## src/rtl/addsub_pkg.sv

```systemverilog
// Shared encodings for the add/sub accumulator: command opcodes and FSM states.
package addsub_pkg;

  typedef enum logic [1:0] {
    OP_CLR  = 2'd0,
    OP_LOAD = 2'd1,
    OP_ADD  = 2'd2,
    OP_SUB  = 2'd3
  } op_t;

  typedef enum logic [1:0] {
    S_IDLE = 2'd0,
    S_EXEC = 2'd1,
    S_RESP = 2'd2
  } state_t;

  function automatic logic op_is_sub(input op_t op);
    return (op == OP_SUB);
  endfunction

endpackage

```

## src/rtl/adder_substractor_nbit.sv

```systemverilog
// n-bit ripple adder/subtractor: s = x + y (add_n=0) or x - y (add_n=1, y inverted, add_n as carry-in).
module adder_substractor_nbit #(
  parameter int n = 8
) (
  input  logic [n-1:0] x,
  input  logic [n-1:0] y,
  input  logic         add_n,
  output logic [n-1:0] s,
  output logic         cout
);

  logic [n-1:0] y_eff;

  assign y_eff     = y ^ {n{add_n}};
  assign {cout, s} = {1'b0, x} + {1'b0, y_eff} + {{n{1'b0}}, add_n};

endmodule

```

## src/rtl/addsub_accumulator.sv

```systemverilog
// Accumulator register stage behind the adder/subtractor, with valid/ready command and response channels.
// Optional signed saturation on ADD/SUB overflow when ADDSUB_ACC_SATURATE_EN is defined.
//
//   state  | meaning
//   S_IDLE | cmd_ready=1, capture op/data on cmd_valid
//   S_EXEC | write adder result and flags into acc/flag registers
//   S_RESP | res_valid=1, hold outputs until res_ready
module addsub_accumulator
  import addsub_pkg::*;
#(
  parameter int n = 8
) (
  input  logic         clk,
  input  logic         rst,
  input  logic         cmd_valid,
  output logic         cmd_ready,
  input  logic [1:0]   cmd_op,
  input  logic [n-1:0] cmd_data,
  output logic         res_valid,
  input  logic         res_ready,
  output logic [n-1:0] res_data,
  output logic         res_carry,
  output logic         res_ovf,
  output logic         res_zero
);

  state_t       state, state_nxt;
  op_t          op_q;
  logic [n-1:0] data_q;
  logic [n-1:0] acc, acc_nxt;
  logic         carry_q, carry_nxt;
  logic         ovf_q, ovf_nxt;
  logic         zero_q;

  logic         add_n;
  logic [n-1:0] sum;
  logic         cout;
  logic [n-1:0] y_eff;
  logic         ovf_raw;
  logic [n-1:0] arith_res;

  assign add_n = op_is_sub(op_q);

  adder_substractor_nbit #(.n(n)) u_addsub (
    .x     (acc),
    .y     (data_q),
    .add_n (add_n),
    .s     (sum),
    .cout  (cout)
  );

  assign y_eff   = data_q ^ {n{add_n}};
  assign ovf_raw = (acc[n-1] == y_eff[n-1]) && (sum[n-1] != acc[n-1]);

`ifdef ADDSUB_ACC_SATURATE_EN
  // Clamp toward the sign of the old accumulator: overflow only happens when both operands share it.
  logic [n-1:0] sat_limit;
  assign sat_limit = acc[n-1] ? {1'b1, {(n-1){1'b0}}} : {1'b0, {(n-1){1'b1}}};
  assign arith_res = ovf_raw ? sat_limit : sum;
`else
  assign arith_res = sum;
`endif

  always_comb begin
    acc_nxt   = acc;
    carry_nxt = 1'b0;
    ovf_nxt   = 1'b0;
    unique case (op_q)
      OP_CLR:  acc_nxt = '0;
      OP_LOAD: acc_nxt = data_q;
      OP_ADD, OP_SUB: begin
        acc_nxt   = arith_res;
        carry_nxt = cout;
        ovf_nxt   = ovf_raw;
      end
      default: acc_nxt = acc;
    endcase
  end

  always_comb begin
    state_nxt = state;
    unique case (state)
      S_IDLE:  if (cmd_valid) state_nxt = S_EXEC;
      S_EXEC:  state_nxt = S_RESP;
      S_RESP:  if (res_ready) state_nxt = S_IDLE;
      default: state_nxt = S_IDLE;
    endcase
  end

  always_ff @(posedge clk or posedge rst) begin
    if (rst) begin
      state <= S_IDLE;
    end else begin
      state <= state_nxt;
    end
  end

  always_ff @(posedge clk or posedge rst) begin
    if (rst) begin
      op_q   <= OP_CLR;
      data_q <= '0;
    end else if (state == S_IDLE && cmd_valid) begin
      op_q   <= op_t'(cmd_op);
      data_q <= cmd_data;
    end
  end

  always_ff @(posedge clk or posedge rst) begin
    if (rst) begin
      acc     <= '0;
      carry_q <= 1'b0;
      ovf_q   <= 1'b0;
      zero_q  <= 1'b0;
    end else if (state == S_EXEC) begin
      acc     <= acc_nxt;
      carry_q <= carry_nxt;
      ovf_q   <= ovf_nxt;
      zero_q  <= (acc_nxt == '0);
    end
  end

  // Ready is masked by rst so it only rises once reset is released.
  assign cmd_ready = (state == S_IDLE) && !rst;
  assign res_valid = (state == S_RESP);
  assign res_data  = acc;
  assign res_carry = carry_q;
  assign res_ovf   = ovf_q;
  assign res_zero  = zero_q;

endmodule

```

## config.mk

```make
export PLATFORM = sky130hd
export DESIGN_NAME = addsub_accumulator
export DESIGN_NICKNAME = d
export VERILOG_FILES = /design/src/rtl/addsub_pkg.sv /design/src/rtl/adder_substractor_nbit.sv /design/src/rtl/addsub_accumulator.sv
export SDC_FILE = /design/constraint.sdc
export NUM_CORES = 1
export LEC_CHECK = 0
export ABC_AREA = 1
export CORE_MARGIN = 1.5
export CORE_UTILIZATION = 47
export DETAILED_ROUTE_END_ITERATION = 6
export PLACE_DENSITY_LB_ADDON = 0.2
export SYNTH_ARGS = -nofsm -noshare
export SYNTH_HDL_FRONTEND = slang
export SYNTH_SLANG_ARGS = --single-unit
```

## constraint.sdc

```tcl
create_clock -name clk -period 2 [get_ports clk]
set_input_delay 0.4 -clock clk [delete_from_list [all_inputs] [get_ports clk]]
set_output_delay 0.4 -clock clk [all_outputs]
set_load 0.02 [all_outputs]
```

==> metrics.txt, run 1 <==
unique cell type count in the Yosys netlist 24; Fin. Hold Viols 0; worst-path cell chain nand2_4 > buf_6 > xnor2_4 > ha_4 > nand2_2 > buf_4 > nor2_4 > nand2_2 > nand2_2 > nand2_2 > nand3_2 > nand2_2 > nand2_1 > o21ai_0; final slew viol count 0; register area share after synthesis 38.9%; Top Layer Used met4; most frequent CP cell nand2_2; Slew HR 75.9%; WL/cell 12.3 µm; vias in the first global route 1254; final setup margin -0.0377 ns; Setup Total Neg Slack -0.0491 ns; n_diodes 0; met2 routed WL 1680 µm; first-pass GRT wire length 5600 µm; CTS Hold Bufs 0; CP Capture Type flip-flop; Initial Utilization 48.8%; FF+latch count, synth 23; Die X-Extent 59.1 µm; Setup Viol. Count Final 2; Slowest-stage cell, CP dfrtp_1; worst path bufs/invs 2; clock sinks 23; Routed WL 3570 µm; Tightest Pin Transition 0.361 ns; initial antenna violation count 0; I/O pins 27; outcome complete, but fails checks; nets 270; CTS H-tree lvls 1; fin crit share 102%; CTS tree done; largest net degree at the start of global routing 24; CTS Root Cell clkbuf_4; Worst Skew 0.0168 ns; Post-route DRC 0; clk_lat worst skew 0.34 ns; Setup CP Type reg -> reg; Routed met3 length 108 µm; multi-input logic area 961 µm²; Worst path top cell family by delay simple AND/OR/NAND/NOR gates; Iteration-0 DRC Markers 56; Syn Inst Count 202; gr ovfl total 0; crit path DAT 2.26 ns; Die ar. 3490 µm²; crit start category flip-flop; GPL Wtd Cong 0.905; Syn. warnings 0; Core ar. 3030 µm²; met1 WL 1720 µm; Syn Nets 225; Max Clk Rate 0.491 GHz; Critical Path RT 2.22 ns; CP Max Fanout 6; unrepaired setup endpoints after global routing yes; P&R area growth vs syn 43.1%; Hold Crit Class in -> async; setup slack, reg-to-reg -0.04 ns; synthesized area 1480 µm²; fillers 242; routed vias/inst 4.89; I/O Buffers 26; failing checks negative setup slack; drt first pass iters 4; DRT antenna net count 0; Row Count 20; cts bufs inserted 3; clock tree buffer depth 2; die height 59.1 µm; total of max-cap violations 0; hpwl dp 2570 µm; GRT Resource Usage Total 21.6%; via count 1419; average cell area after synthesis 7.32 µm²; CP max stage delay 0.42 ns; Final Critical Period 2.04 ns; clock-pin slew on the worst setup and hold paths 0.14 ns; register area 576 µm²; ratio of cells with drive above 1 in the final layout 24.0%
==> state kept, by name, indices dropped and copies added, names as in the netlist <==
name,cells
data_q,8
op_q,2
res_carry,1
res_data,8
res_ovf,1
res_zero,1
state,2
==> per-stage QoR <==
stage          worst slack, ns  instance area [µm²]  util [%]  cells  hold WS, ns
2_1_floorplan          0.00507                 1480         -    202        0.402
3_3_place_gp           0.00830                 1900      62.8    285        0.480
3_5_place_dp           -0.0327                 1900      62.8    285        0.488
4_1_cts               -0.00187                 1940      64.2    289        0.421
5_1_grt                 -0.171                 2120      69.9    290        0.469
6_report               -0.0377                 2120      69.9    290        0.405
==> synthesized netlist by cell type <==
cell	n	share of area, %
a31oi_1	2	0.85
nand2_1	73	19
o21a_1	1	0.51
nor2_2	2	0.85
buf_2	1	0.34
nand2_4	1	0.76
o21ai_0	14	4.7
nand2_2	5	2.1
clkbuf_1	2	0.51
inv_1	27	6.9
xnor2_1	5	3.0
ha_1	8	6.8
xor2_1	3	1.8
nand3_2	2	1.4
nor2_1	8	2.0
nand4_1	3	1.3
nand3_1	10	3.4
nor3_1	1	0.34
nand3b_1	2	1.0
fa_1	1	1.4
dfrtp_1	23	39
o21ai_1	1	0.34
a21oi_1	6	2.0
or2_2	1	0.42
==> final cells by class <==
class,instances,area share [%]
clock buffers,3,1.06
multi-input cells,149,45.4
inverters,27,4.79
well taps,44,2.60
repair buffers,43,18.7
flip-flops and latches,23,27.2
clock inverters,1,0.236
==> logic make-up after synthesis <==
kind of cell,after synthesis,synth area share [%]
adder cells (fa/ha/maj),9,8.12
AND/OR/NAND/NOR,108,32.1
buffers and inverters,30,7.70
flip-flops,23,38.9
AO/OA/AOI/OAI,24,8.46
XOR/XNOR,8,4.74
==> worst paths after layout <==
| path | startpoint | to | cells past startpoint |
|---|---|---|---|
| max in group asynchronous | rst | res_data[2] | 3 |
| min in group clk | res_ovf | res_ovf | 2 |
| max reg2reg | op_q[1] | res_data[7] | 14 |
| max | op_q[1] | res_data[7] | 14 |
| min | rst | state[1] | 3 |
| min reg2reg | res_ovf | res_ovf | 2 |
==> timing repair <==
item / 4_1_cts / 5_1_grt
gates resized for setup: 5 / 35
pin swaps: 3 / 23
setup endpoints to repair: 3 / 8
buffers inserted: 0 / 1
gates cloned: 0 / 0
==> metal layers <==
| metal | vias to the layer above | track usage [%] |
|---|---|---|
| li1 | 725 | - |
| met1 | 655 | 31.4 |
| met2 | 33 | 32.1 |
| met3 | 6 | 3.06 |
| met4 | 0 | 9.09 |
| met5 | - | 0 |
==> cells in the final DEF, fill, tap and decap left out, types with 4 or more instances in the layout <==
master	synthesis	layout
a21oi_1	6	4
buf_4	0	15
clkdlybuf4s50_1	0	24
dfrtp_1	23	23
ha_1	8	5
inv_1	27	23
inv_2	0	4
nand2_1	73	67
nand2_2	5	11
nand3_1	10	6
nand3_2	2	6
nor2_1	8	7
o21ai_0	14	10
o21ai_1	1	5
==> worst reg2reg max path, delay by kind of cell (launching register included) <==
| kind | cells | cell delay, ns |
|---|---|---|
| flip-flops | 1 | 0.42 |
| XOR/XNOR | 1 | 0.12 |
| AND/OR/NAND/NOR | 9 | 0.70 |
| adder cells (fa/ha/maj) | 1 | 0.30 |
| buffers and inverters | 2 | 0.29 |
| AO/OA/AOI/OAI | 1 | 0.11 |
Power of run 1 is not shown: default switching activity piles up to over one toggle a cycle in this logic, so the estimate is an artifact.
==> run 2: changes to the inputs <==
--- a/config.mk
+++ b/config.mk
@@ -5,9 +5,8 @@
 export SDC_FILE = /design/constraint.sdc
 export NUM_CORES = 1
 export LEC_CHECK = 0
-export ABC_AREA = 1
 export CORE_MARGIN = 1.5
-export CORE_UTILIZATION = 47
+export CORE_UTILIZATION = 46
 export DETAILED_ROUTE_END_ITERATION = 6
 export PLACE_DENSITY_LB_ADDON = 0.2
 export SYNTH_ARGS = -nofsm -noshare
==> metrics.txt, run 2 <==
CP Capture Type flip-flop; largest net degree at the start of global routing 24; GPL Wtd Cong 0.820; routed vias/inst 5.51; Hold Crit Class in -> async; Syn Inst Count 133; Worst Skew 0.00806 ns; register area share after synthesis 40.6%; Core ar. 2830 µm²; M2 GR Usage 35.2%; CTS Root Cell clkbuf_4; clk_lat worst skew 0.32 ns; cts bufs inserted 3; Iteration-0 DRC Markers 35; Routed WL 3320 µm; Die ar. 3420 µm²; final setup margin -0.323 ns; P&R area growth vs syn 44.4%; Synth area leader dfrtp_1; gr ovfl total 0; clock tree buffer depth 2; Finished Layout Cells 216; crit start category flip-flop; Post-route DRC 0; Critical Path RT 2.23 ns; number of synthesized flops with an enable pin 0; met3 Usage GRT 2.86%; I/O Buffers 26; Tightest Pin Transition 0.300 ns; FF+latch count, synth 23; Max Clk Rate 0.430 GHz; fillers 219; Slowest-stage cell, CP fa_1; ratio of cells with drive above 1 in the final layout 36.2%; fin crit share 116%; CTS tree done; outcome complete, but fails checks; CP max stage delay 0.45 ns; crit path DAT 2.55 ns; clock sinks 23; Syn Nets 156; unique cell type count in the Yosys netlist 40; smallest hold slack 0.439 ns; CTS H-tree lvls 1; most frequent cells after synthesis 23 x dfrtp_1, 18 x nand2_1, 11 x mux2_2, 9 x o21ai_0, 8 x ha_1; fin util 72.4%; failing checks negative setup slack; Row Count 19; Fin. Hold Viols 0; met1 Use GR 29.0%; via count 1190; nets 209; FFs w/ async S/R, synth 100%; average cell area after synthesis 10.7 µm²; Synth Flop Type dfrtp_1; most frequent cells in the layout 27 x buf_4, 24 x clkdlybuf4s50_1, 22 x dfrtp_1, 17 x nand2_1, 11 x mux2_2; Setup Viol. Count Final 6; Synth top area share 40.6%; WL/cell 15.4 µm; gr busiest metal met2; unrepaired setup endpoints after global routing yes; drt first pass iters 4; Placed Instance Area 1870 µm²; CP Max Fanout 5; Synth area leaders dfrtp_1 41%, mux2_2 8.7%, ha_1 7.1%; DP Cell Count 209; synthesized area 1420 µm²; Slew HR 79.9%; n_diodes 0; final slew viol count 0; Initial Utilization 50.1%; Die X-Extent 58.5 µm; first-pass GRT wire length 5460 µm; count leader, synth dfrtp_1; die height 58.5 µm; clock-pin slew on the worst setup and hold paths 0.14 ns; Syn. warnings 0; total of max-cap violations 0; GRT Resource Usage Total 21.3%; worst-path cell chain nand2_4 > xnor2_4 > fa_1 > a221oi_2 > nand4_1 > a221o_1 > a21o_1 > o41ai_2; initial antenna violation count 0; I/O pins 27; design area 2050 µm²; Setup CP Type reg -> reg; CTS Hold Bufs 0; Final Critical Period 2.32 ns; leading cell type in the layout, fill and taps excluded buf_4; DRT antenna net count 0; hpwl dp 2460 µm; vias in the first global route 1191
==> run 2: cell count changes after synthesis, sizes merged, moves of 3 or more <==
cell	change
nand2	-61
inv	-23
mux2	+12
nand3	-9
nor2	-9
o21ai	-5
a21o	+3
a22oi	+3
==> run 2: cell families (layout without fill, tap and decap cells) <==
group           count (synthesis)  in the layout  share of synthesized area [%]
compound gates                 35             35                           17.7
simple gates                   33             33                           11.6
buf+inv                         9             61                           4.77
flops                          23             23                           40.6
xor+xnor                       12             12                           7.41
mux                            12             12                           9.53
fa+ha+maj                       9              9                           8.47
==> run 2: final cells by class <==
class                   instances  area, µm²  share of cell area, %
repair buffers                 53        464                   22.7
inverters                       4       15.0                  0.733
multi-input cells             101        925                   45.2
clock inverters                 1       5.00                  0.244
flip-flops and latches         23        577                   28.2
clock buffers                   3       22.5                   1.10
well taps                      31       38.8                   1.89
==> run 2: worst paths after layout <==
path | from | to | slack (ns) | depth (start not counted)
hold reg to reg | res_carry | res_carry | 0.50 | 2
setup reg to reg | op_q[0] | res_zero | -0.32 | 8
hold / removal | rst | res_data[5] | 0.44 | 3
setup / recovery | op_q[0] | res_zero | -0.32 | 8
min in group clk | res_carry | res_carry | 0.50 | 2
max in group asynchronous | rst | op_q[1] | 1.30 | 3
==> run 2: routing by layer <==
layer / routed length [µm] / vias up
met5: 0 / -
met4: 34 / 0
met2: 1650 / 20
met1: 1550 / 580
met3: 91 / 5
li1: - / 585
==> run 2: critical path: cells and delay by family (launching register included) <==
| family | cells | cell delay [ns] |
|---|---|---|
| compound gates | 4 | 0.92 |
| xor+xnor | 1 | 0.14 |
| fa+ha+maj | 1 | 0.45 |
| flops | 1 | 0.44 |
| simple gates | 2 | 0.29 |
==> run 2: repair_timing <==
action,in CTS,in global routing
pin swaps,7,2
endpoints found under the setup margin,7,11
buffers inserted,3,0
gates resized for setup,7,14
==> run 2: metrics by stage <==
step | setup TNS, ns | worst slack, ns
finish | -1.25 | -0.323
global route | -1.93 | -0.424
CTS | -1.46 | -0.324
detailed placement | -1.37 | -0.315
global placement | -0.991 | -0.264
floorplan | -2.79 | -0.591
Power of run 2 is left out for the same reason.
